### src/rtl/jtag_scan_master.sv
// JTAG scan master: drives IR/DR scans through the TAP from Run-Test/Idle and back,
// generating TCK as a divided copy of clk and capturing TDO into a right-aligned word.
module jtag_scan_master #(
    parameter int MAX_LEN = 32,
    parameter int CLK_DIV = 2
) (
    input  logic               clk,
    input  logic               reset,
    input  logic               cmd_valid,
    output logic               cmd_ready,
    input  logic               cmd_is_ir,
    input  logic [5:0]         cmd_len,
    input  logic [MAX_LEN-1:0] cmd_data,
    output logic               rsp_valid,
    output logic [MAX_LEN-1:0] rsp_data,
    output logic               busy,
    output logic               jtag_tck,
    output logic               jtag_tms,
    output logic               jtag_tdi,
    input  logic               jtag_tdo
);

    typedef enum logic [2:0] {INIT, IDLE, PRE, SHIFT, POST, DONE} state_e;

    localparam logic [7:0] DIV_LAST  = 8'(CLK_DIV - 1);
    localparam logic [5:0] INIT_LAST = 6'd5;

    state_e             state_q, state_d;
    logic [7:0]         div_q, div_d;
    logic               half_q, half_d;
    logic [5:0]         cnt_q, cnt_d;
    logic [5:0]         len_q, len_d;
    logic               ir_q, ir_d;
    logic [MAX_LEN-1:0] data_q, data_d;
    logic [MAX_LEN-1:0] mask_q, mask_d;
    logic [MAX_LEN-1:0] cap_q, cap_d;
    logic [MAX_LEN-1:0] rsp_data_q, rsp_data_d;
    logic               tck_q, tck_d;
    logic               tms_q, tms_d;
    logic               tdi_q, tdi_d;

    logic               active;
    logic               rise;
    logic               fall;
    logic               accept;
    logic [5:0]         len_clamped;

    // TMS value to present for period `cnt` of state `st`; bit counts are fixed by the TAP walk.
    function automatic logic tms_for(input state_e st, input logic [5:0] cnt,
                                     input logic ir, input logic [5:0] n);
        case (st)
            INIT:    return cnt < INIT_LAST;
            PRE:     return (cnt == 6'd0) || (ir && (cnt == 6'd1));
            SHIFT:   return cnt == (n - 6'd1);
            POST:    return cnt == 6'd0;
            default: return 1'b0;
        endcase
    endfunction

    always_ff @(posedge clk or posedge reset) begin
        if (reset) begin
            state_q    <= INIT;
            div_q      <= '0;
            half_q     <= 1'b0;
            cnt_q      <= '0;
            len_q      <= '0;
            ir_q       <= 1'b0;
            data_q     <= '0;
            mask_q     <= '0;
            cap_q      <= '0;
            rsp_data_q <= '0;
            tck_q      <= 1'b0;
            tms_q      <= 1'b1;
            tdi_q      <= 1'b0;
        end else begin
            state_q    <= state_d;
            div_q      <= div_d;
            half_q     <= half_d;
            cnt_q      <= cnt_d;
            len_q      <= len_d;
            ir_q       <= ir_d;
            data_q     <= data_d;
            mask_q     <= mask_d;
            cap_q      <= cap_d;
            rsp_data_q <= rsp_data_d;
            tck_q      <= tck_d;
            tms_q      <= tms_d;
            tdi_q      <= tdi_d;
        end
    end

    always_comb begin
        active = (state_q == INIT) || (state_q == PRE) || (state_q == SHIFT) || (state_q == POST);
        rise   = active && !half_q && (div_q == DIV_LAST);
        fall   = active &&  half_q && (div_q == DIV_LAST);
        accept = cmd_valid && (state_q == IDLE);
        if (32'(cmd_len) > MAX_LEN) begin
            len_clamped = 6'(MAX_LEN);
        end else begin
            len_clamped = cmd_len;
        end
    end

    always_comb begin
        state_d    = state_q;
        cnt_d      = cnt_q;
        len_d      = len_q;
        ir_d       = ir_q;
        data_d     = data_q;
        mask_d     = mask_q;
        cap_d      = cap_q;
        rsp_data_d = rsp_data_q;
        case (state_q)
            INIT: begin
                if (fall) begin
                    if (cnt_q == INIT_LAST) begin
                        state_d = IDLE;
                        cnt_d   = '0;
                    end else begin
                        cnt_d = cnt_q + 6'd1;
                    end
                end
            end
            IDLE: begin
                if (accept) begin
                    len_d  = len_clamped;
                    ir_d   = cmd_is_ir;
                    data_d = cmd_data;
                    cap_d  = '0;
                    mask_d = MAX_LEN'(1);
                    cnt_d  = '0;
                    if (len_clamped == 6'd0) begin
                        state_d    = DONE;
                        rsp_data_d = '0;
                    end else begin
                        state_d = PRE;
                    end
                end
            end
            PRE: begin
                if (fall) begin
                    if (cnt_q == (ir_q ? 6'd3 : 6'd2)) begin
                        state_d = SHIFT;
                        cnt_d   = '0;
                    end else begin
                        cnt_d = cnt_q + 6'd1;
                    end
                end
            end
            SHIFT: begin
                // One-hot mask walks the capture position, so bits at and above N stay zero.
                if (rise && jtag_tdo) begin
                    cap_d = cap_q | mask_q;
                end
                if (fall) begin
                    data_d = data_q >> 1;
                    mask_d = mask_q << 1;
                    if (cnt_q == (len_q - 6'd1)) begin
                        state_d = POST;
                        cnt_d   = '0;
                    end else begin
                        cnt_d = cnt_q + 6'd1;
                    end
                end
            end
            POST: begin
                if (fall) begin
                    if (cnt_q == 6'd1) begin
                        state_d    = DONE;
                        cnt_d      = '0;
                        rsp_data_d = cap_q;
                    end else begin
                        cnt_d = cnt_q + 6'd1;
                    end
                end
            end
            DONE: begin
                state_d = IDLE;
            end
            default: begin
                state_d = INIT;
            end
        endcase
    end

    // TMS/TDI only move on the edge that starts a period (TCK low), keeping them stable at the rise.
    always_comb begin
        div_d  = '0;
        half_d = 1'b0;
        tck_d  = tck_q;
        tms_d  = tms_q;
        tdi_d  = tdi_q;
        if (active) begin
            div_d  = (div_q == DIV_LAST) ? '0 : div_q + 8'd1;
            half_d = (div_q == DIV_LAST) ? !half_q : half_q;
        end
        if (rise) begin
            tck_d = 1'b1;
        end
        if (fall) begin
            tck_d = 1'b0;
        end
        if (fall || accept) begin
            tms_d = tms_for(state_d, cnt_d, ir_d, len_d);
            tdi_d = (state_d == SHIFT) ? data_d[0] : 1'b0;
        end
    end

    always_comb begin
        cmd_ready = (state_q == IDLE);
        busy      = (state_q != IDLE);
        rsp_valid = (state_q == DONE);
        rsp_data  = rsp_data_q;
        jtag_tck  = tck_q;
        jtag_tms  = tms_q;
        jtag_tdi  = tdi_q;
    end

endmodule

### config.mk
export PLATFORM = sky130hd
export DESIGN_NAME = jtag_scan_master
export DESIGN_NICKNAME = d
export VERILOG_FILES = /design/src/rtl/jtag_scan_master.sv
export SDC_FILE = /design/constraint.sdc
export NUM_CORES = 1
export LEC_CHECK = 0
export ABC_AREA = 1
export BUFFER_PORTS_ARGS = -buffer_cell sky130_fd_sc_hd__buf_2
export CAP_MARGIN = 20
export CORE_ASPECT_RATIO = 0.7
export CORE_MARGIN = 5
export CORE_UTILIZATION = 30
export DETAILED_ROUTE_END_ITERATION = 8
export HOLD_SLACK_MARGIN = 0.06
export PLACE_DENSITY = 0.43
export SETUP_SLACK_MARGIN = 0.4
export SYNTH_ARGS = -nofsm -noshare
export SYNTH_HDL_FRONTEND = slang
export SYNTH_SLANG_ARGS = --single-unit
### constraint.sdc
create_clock -name clk -period 13.4 [get_ports clk]
set_input_delay 2.68 -clock clk [delete_from_list [all_inputs] [get_ports clk]]
set_output_delay 2.68 -clock clk [all_outputs]
set_load 0.01 [all_outputs]
### Word level (Yosys, flattened, before mapping)

Cells that the tools add are included.

* register bits: 156
* input bits: 43
* word-level logic and storage cells: 116
* output and inout port bits: 38

* $add $sub $neg: 4
* reductions and logical operators: 23
* bitwise operators: 1
* $lt $le $gt $ge: 2
* muxes and demuxes: 49
* equal/unequal tests: 23

Operators with widths (count)
* 2-to-1 mux 32 bit: 10
* one-hot mux 32 bit (2 select lines): 4
* 2-to-1 mux 6 bit: 12
* bitwise OR 32 bit: 1
* 2-to-1 mux 3 bit: 10
* one-hot mux 6 bit (5 select lines): 1
* one-hot mux 3 bit (6 select lines): 1
* 2-to-1 mux 8 bit: 2
* == test 3 x 2 -> 1 bit, second input constant: 4
* == test 6 x 1 -> 1 bit, second input constant: 2
* == test 6 bit: 2
* logical NOT 6 bit: 2
* subtractor 6 x 1 -> 6 bit, second input constant: 2
* inequality test 2 x 1 -> 1 bit, second input constant: 5
* == test 3 bit, second input constant: 3
* adder 8 x 1 -> 8 bit, second input constant: 1
* == test 8 x 1 -> 1 bit, second input constant: 1
* 2-to-1 mux 1 bit: 8
* logical AND 1 bit: 7
* adder 6 x 1 -> 6 bit, second input constant: 1
* == test 6 x 2 -> 1 bit: 1
* == test 6 x 3 -> 1 bit, second input constant: 1
* > comparator 6 bit, second input constant: 1
* logical NOT 3 bit: 2
* other kinds (10): 18

### Depth between registers and ports, before layout

* word-level depth: 12
* depth in mapped cells: 23
* depth with buffers taken out: 23

### Least setup slack after synthesis

No wires, ideal clock.

* path kind: in2reg
* start point: in cmd_valid
* end point: reg tms_q (netlist: jtag_tms)
* slack: 9.229 ns
* setup time: 0.060 ns
* required time: 13.340 ns
* arrival: 4.111 ns
* stages: 15
* buffers on the path: 1
* cell sequence: nand2_2 > buf_6 > nor2_1 > a21oi_2 > ha_1 > nor3b_2 > xnor2_1 > inv_1 > nand2_1 > nand3_1 > nor2_1 > nand3_1 > nand2_1 > nand2_1 > nand2_1

* cells in the longest elaborated chain, start to end: 7
* elaborated cells on any way between the ends: 22
* classes of those cells: add/sub (1); order compare (1); eq/ne (5); mux (9); reduce/logical (6)

RTL lines
* start, declared: RTL line 9 `input logic cmd_valid,`
* logical AND 1 bit *: RTL line 96 `accept = cmd_valid && (state_q == IDLE);`
* branches (longest 6 deep; another with subtractor 6 x 1 -> 6 bit)
* end signal, assigned: RTL line 87 `tms_q <= tms_d;`
* end, declared: RTL line 39 `logic tms_q, tms_d;`

Every way passes the cells marked *.
A chain may end at the register's enable or synchronous reset.

### Worst setup path after layout

Ends and elaborated chain as after synthesis.

==> results.md <==
- Status: complete, no violations
- Layout area overhead: 17.5%
- Critical path startpoint: cmd_valid
- DR iter-0 viols: 296
- Hold_sp: rsp_data[19]
- Cell taking the most area after synthesis: dfrtp_1
- Number of global-route vias before repair: around 5700
- Post-DP HPWL: 13.1 mm
- Setup bufs post-CTS: 0
- Final wirelength: 19.2 mm
- Final Util: 35.6%
- Req. time, crit path: 13760 ps
- Drt drc: 0
- Max Fanout on Critical Path: between 60 and 70
- Routed Antenna Nets: 0
- First-pass iteration count of the detailed router: 4
- Slew @ Worst Pin: 972 ps
- GP Congestion: 0.819
- FF-to-FF Start: state_q[1]
- Die Span Y: 142 um
- Top cells by area, synth: dfrtp_1, nand2_1, inv_1, o31ai_1, nand3_1
- Setup TNS: 0 ps
- Setup CP Type: in2reg
- Worst min path class: reg2reg
- Final max-slew violation count: 0
- CTS hold repair buffers: 0
- Type of origin of the critical path: primary input
- First-pass GRT wire length: 31.6 mm
- Post-synthesis sequential area ratio: 52.6%
- Clock transition at the registers of the reported paths: 60 ps
- Clock Path Buffers: 2
- Max-cap viol count: 0
- TritonCTS Buffers: 17
- Die area: 0.0280 mm^2
- Io pins: 81
- Ys async rst share: 100%
- Post-synth top flop: dfrtp_1
- Final Hold Fails: 0
- Post-cts resize count: 0
- Cell count after synthesis: between 800 and 900
- Cell row count: 48
- Share of layout cells above drive strength 1: 17.1%
- CP Capture Type: flop
- Starting Density: between 30% and 40%
- Worst EP arrival: 5020 ps
- TritonCTS clock tree: built
- Peak VDD IR: 93.6 uV
- Area of the core: 0.0245 mm^2
- Min Tclk post-route: 4660 ps
- CTS Sinks: ~160
- Slew margin rel.: 34.9%
- Total GRT Usage: 14.2%
- Highest Clock Rate: 0.215 GHz
- Final setup margin: roughly 9000 ps
- Setup Viol. Count Final: 0
- Syn nets: 922
- Number of enable flip-flop cells after synthesis: 0
- Initial antenna violation count: 1
- Mapped Area: 0.00742 mm^2
- CTS Root Cell: clkbuf_16
- Met1 usage: 22.3%
- GR Util met3: 3.51%
- Wire length per cell: 15.0 um
- Post-synth top area share: 52.3%
- Via count: 5737
- Final Skew: 8.75 ps
- Clk Latency, worst-skew pair: 430 ps
- H-tree levels: 4
- Top Usage Layer GRT: met1
- Synth warn: 0
- Post-synth cell types: 44
- Seq cells post-synth: 156
- Leak pwr: 4.36 nW
- NumNets Final: 992
- I/O Buffers: 80
- Unrepaired setup endpoints after global routing: no
- Largest net degree at the start of global routing: 92
- Die span in x: 198 um
- Pre-CTS setup slack: between 8000 and 9000 ps
- Cell Pwr Density: roughly 110 mW/mm^2
- Via density: 4.48
- Syn_area_per_cell: 8.50 um^2
- GR Util met2: 19.7%
- GRT overflow: 0
- Final period util: 34.7%
- N_diodes: 0
-- flip-flops by register name, indices dropped and copies added (netlist names) --
signal and count:
cap_q 32, cnt_q 6, data_q 32, div_q 8, half_q 1, ir_q 1
jtag_tck 1, jtag_tdi 1, jtag_tms 1, len_q 6, mask_q 32, rsp_data 32
state_q 3
-- worst paths after layout --
path	endpoint	cells after the start	slack (ps)
max in group asynchronous	cap_q[10]	3	9490
worst max-delay path	jtag_tms	17	8740
worst max register to register	jtag_tms	17	10360
min in group asynchronous	len_q[3]	2	2370
worst min register to register	rsp_data[19]	2	480
worst min-delay path	rsp_data[19]	2	480
-- cell usage in the layout, fill, tap and decap left out, types with 2 or more instances in the layout --
master	Yosys	routed
xnor2_1	5	5
a21oi_2	3	3
clkbuf_8	0	3
nand3_2	3	3
o211ai_1	18	18
o21ai_0	18	18
nor3_1	7	7
buf_4	0	7
clkinv_2	0	2
o22ai_1	30	30
o31ai_1	33	33
nand2_2	9	10
nand3_4	2	2
nor2_4	5	5
clkbuf_1	31	3
buf_2	2	80
inv_2	8	8
o21ai_1	3	3
nand3_1	44	44
xor2_1	4	4
inv_6	0	4
nor2_2	4	4
dfrtp_1	155	155
o21ai_2	3	3
a21oi_1	42	42
nand4_1	5	5
clkbuf_16	0	17
nand2_1	218	217
ha_1	6	6
nor2_1	40	40
a211oi_4	0	2
clkinv_4	0	2
inv_1	145	144
o221ai_1	10	10
nand2_4	3	3
-- routing by layer --
layer  up-vias  wire, um
met4         2       149
met1      2675     10400
met3        11       730
met5         -         7
met2        83      7850
li1       2966         -
-- report_power, final --
part / total (W) / internal, W / leakage (nW) / switching (W)
sequential: 0.000478 / 0.000477 / 1.74 / 0.00000179
combinational: 0.0000337 / 0.0000108 / 2.34 / 0.0000229
clock: 0.000468 / 0.000271 / 0.278 / 0.000197
total: 0.000980 / 0.000759 / 4.36 / 0.000222
-- through the flow --
step	instances	hold WS, ps	total power, W	cell area [um^2]
final	1280	477	0.000980	8720
after global routing	1280	494	0.00102	8720
after CTS	1280	482	0.000995	8720
after detailed placement	1249	462	0.000522	8160
after global placement	1249	463	0.000522	8160
after floorplan	873	440	0.000507	7420
-- worst max-delay path, cell delays in order --
cell and delay [ps]:
buf_2 110, inv_1 70, nor2_4 90, buf_4 600, nor2_1 110, a21oi_2 270
ha_1 230, nor3b_2 190, xnor2_1 160, inv_1 60, nand2_1 60, nand3_1 70
nor2_1 100, nand3_1 70, nand2_1 60, nand2_1 40, nand2_1 50
-- Yosys cell counts, types with 4 or more instances --
| library cell | instances |
|---|---|
| xnor2_1 | 5 |
| nor3_1 | 7 |
| a21oi_1 | 42 |
| o21ai_0 | 18 |
| dfrtp_1 | 155 |
| nand3_1 | 44 |
| nand4_1 | 5 |
| nor2_2 | 4 |
| o211ai_1 | 18 |
| xor2_1 | 4 |
| inv_2 | 8 |
| nor2_4 | 5 |
| nor2_1 | 40 |
| nand2_2 | 9 |
| o22ai_1 | 30 |
| clkbuf_1 | 31 |
| nand2_1 | 218 |
| ha_1 | 6 |
| inv_1 | 145 |
| o31ai_1 | 33 |
| o221ai_1 | 10 |
-- area by class of cell --
type / count / area (um^2)
fill: 2605 / 15800
sequential: 156 / 3910
multi-input combinational: 527 / 2820
inverter: 154 / 583
clock buffer: 23 / 478
timing repair buffer: 87 / 453
tap: 325 / 407
clock inverter: 8 / 83.8
-- kinds of logic (layout without fill, tap and decap cells) --
kind of cell | Yosys count | count (layout) | synth area share [%]
buf+inv | 190 | 272 | 9.78
simple gates | 345 | 345 | 20.8
flops | 156 | 156 | 52.6
fa+ha+maj | 6 | 6 | 1.01
compound gates | 167 | 167 | 14.7
xor+xnor | 9 | 9 | 1.06
(Power assumes the default switching activity.)
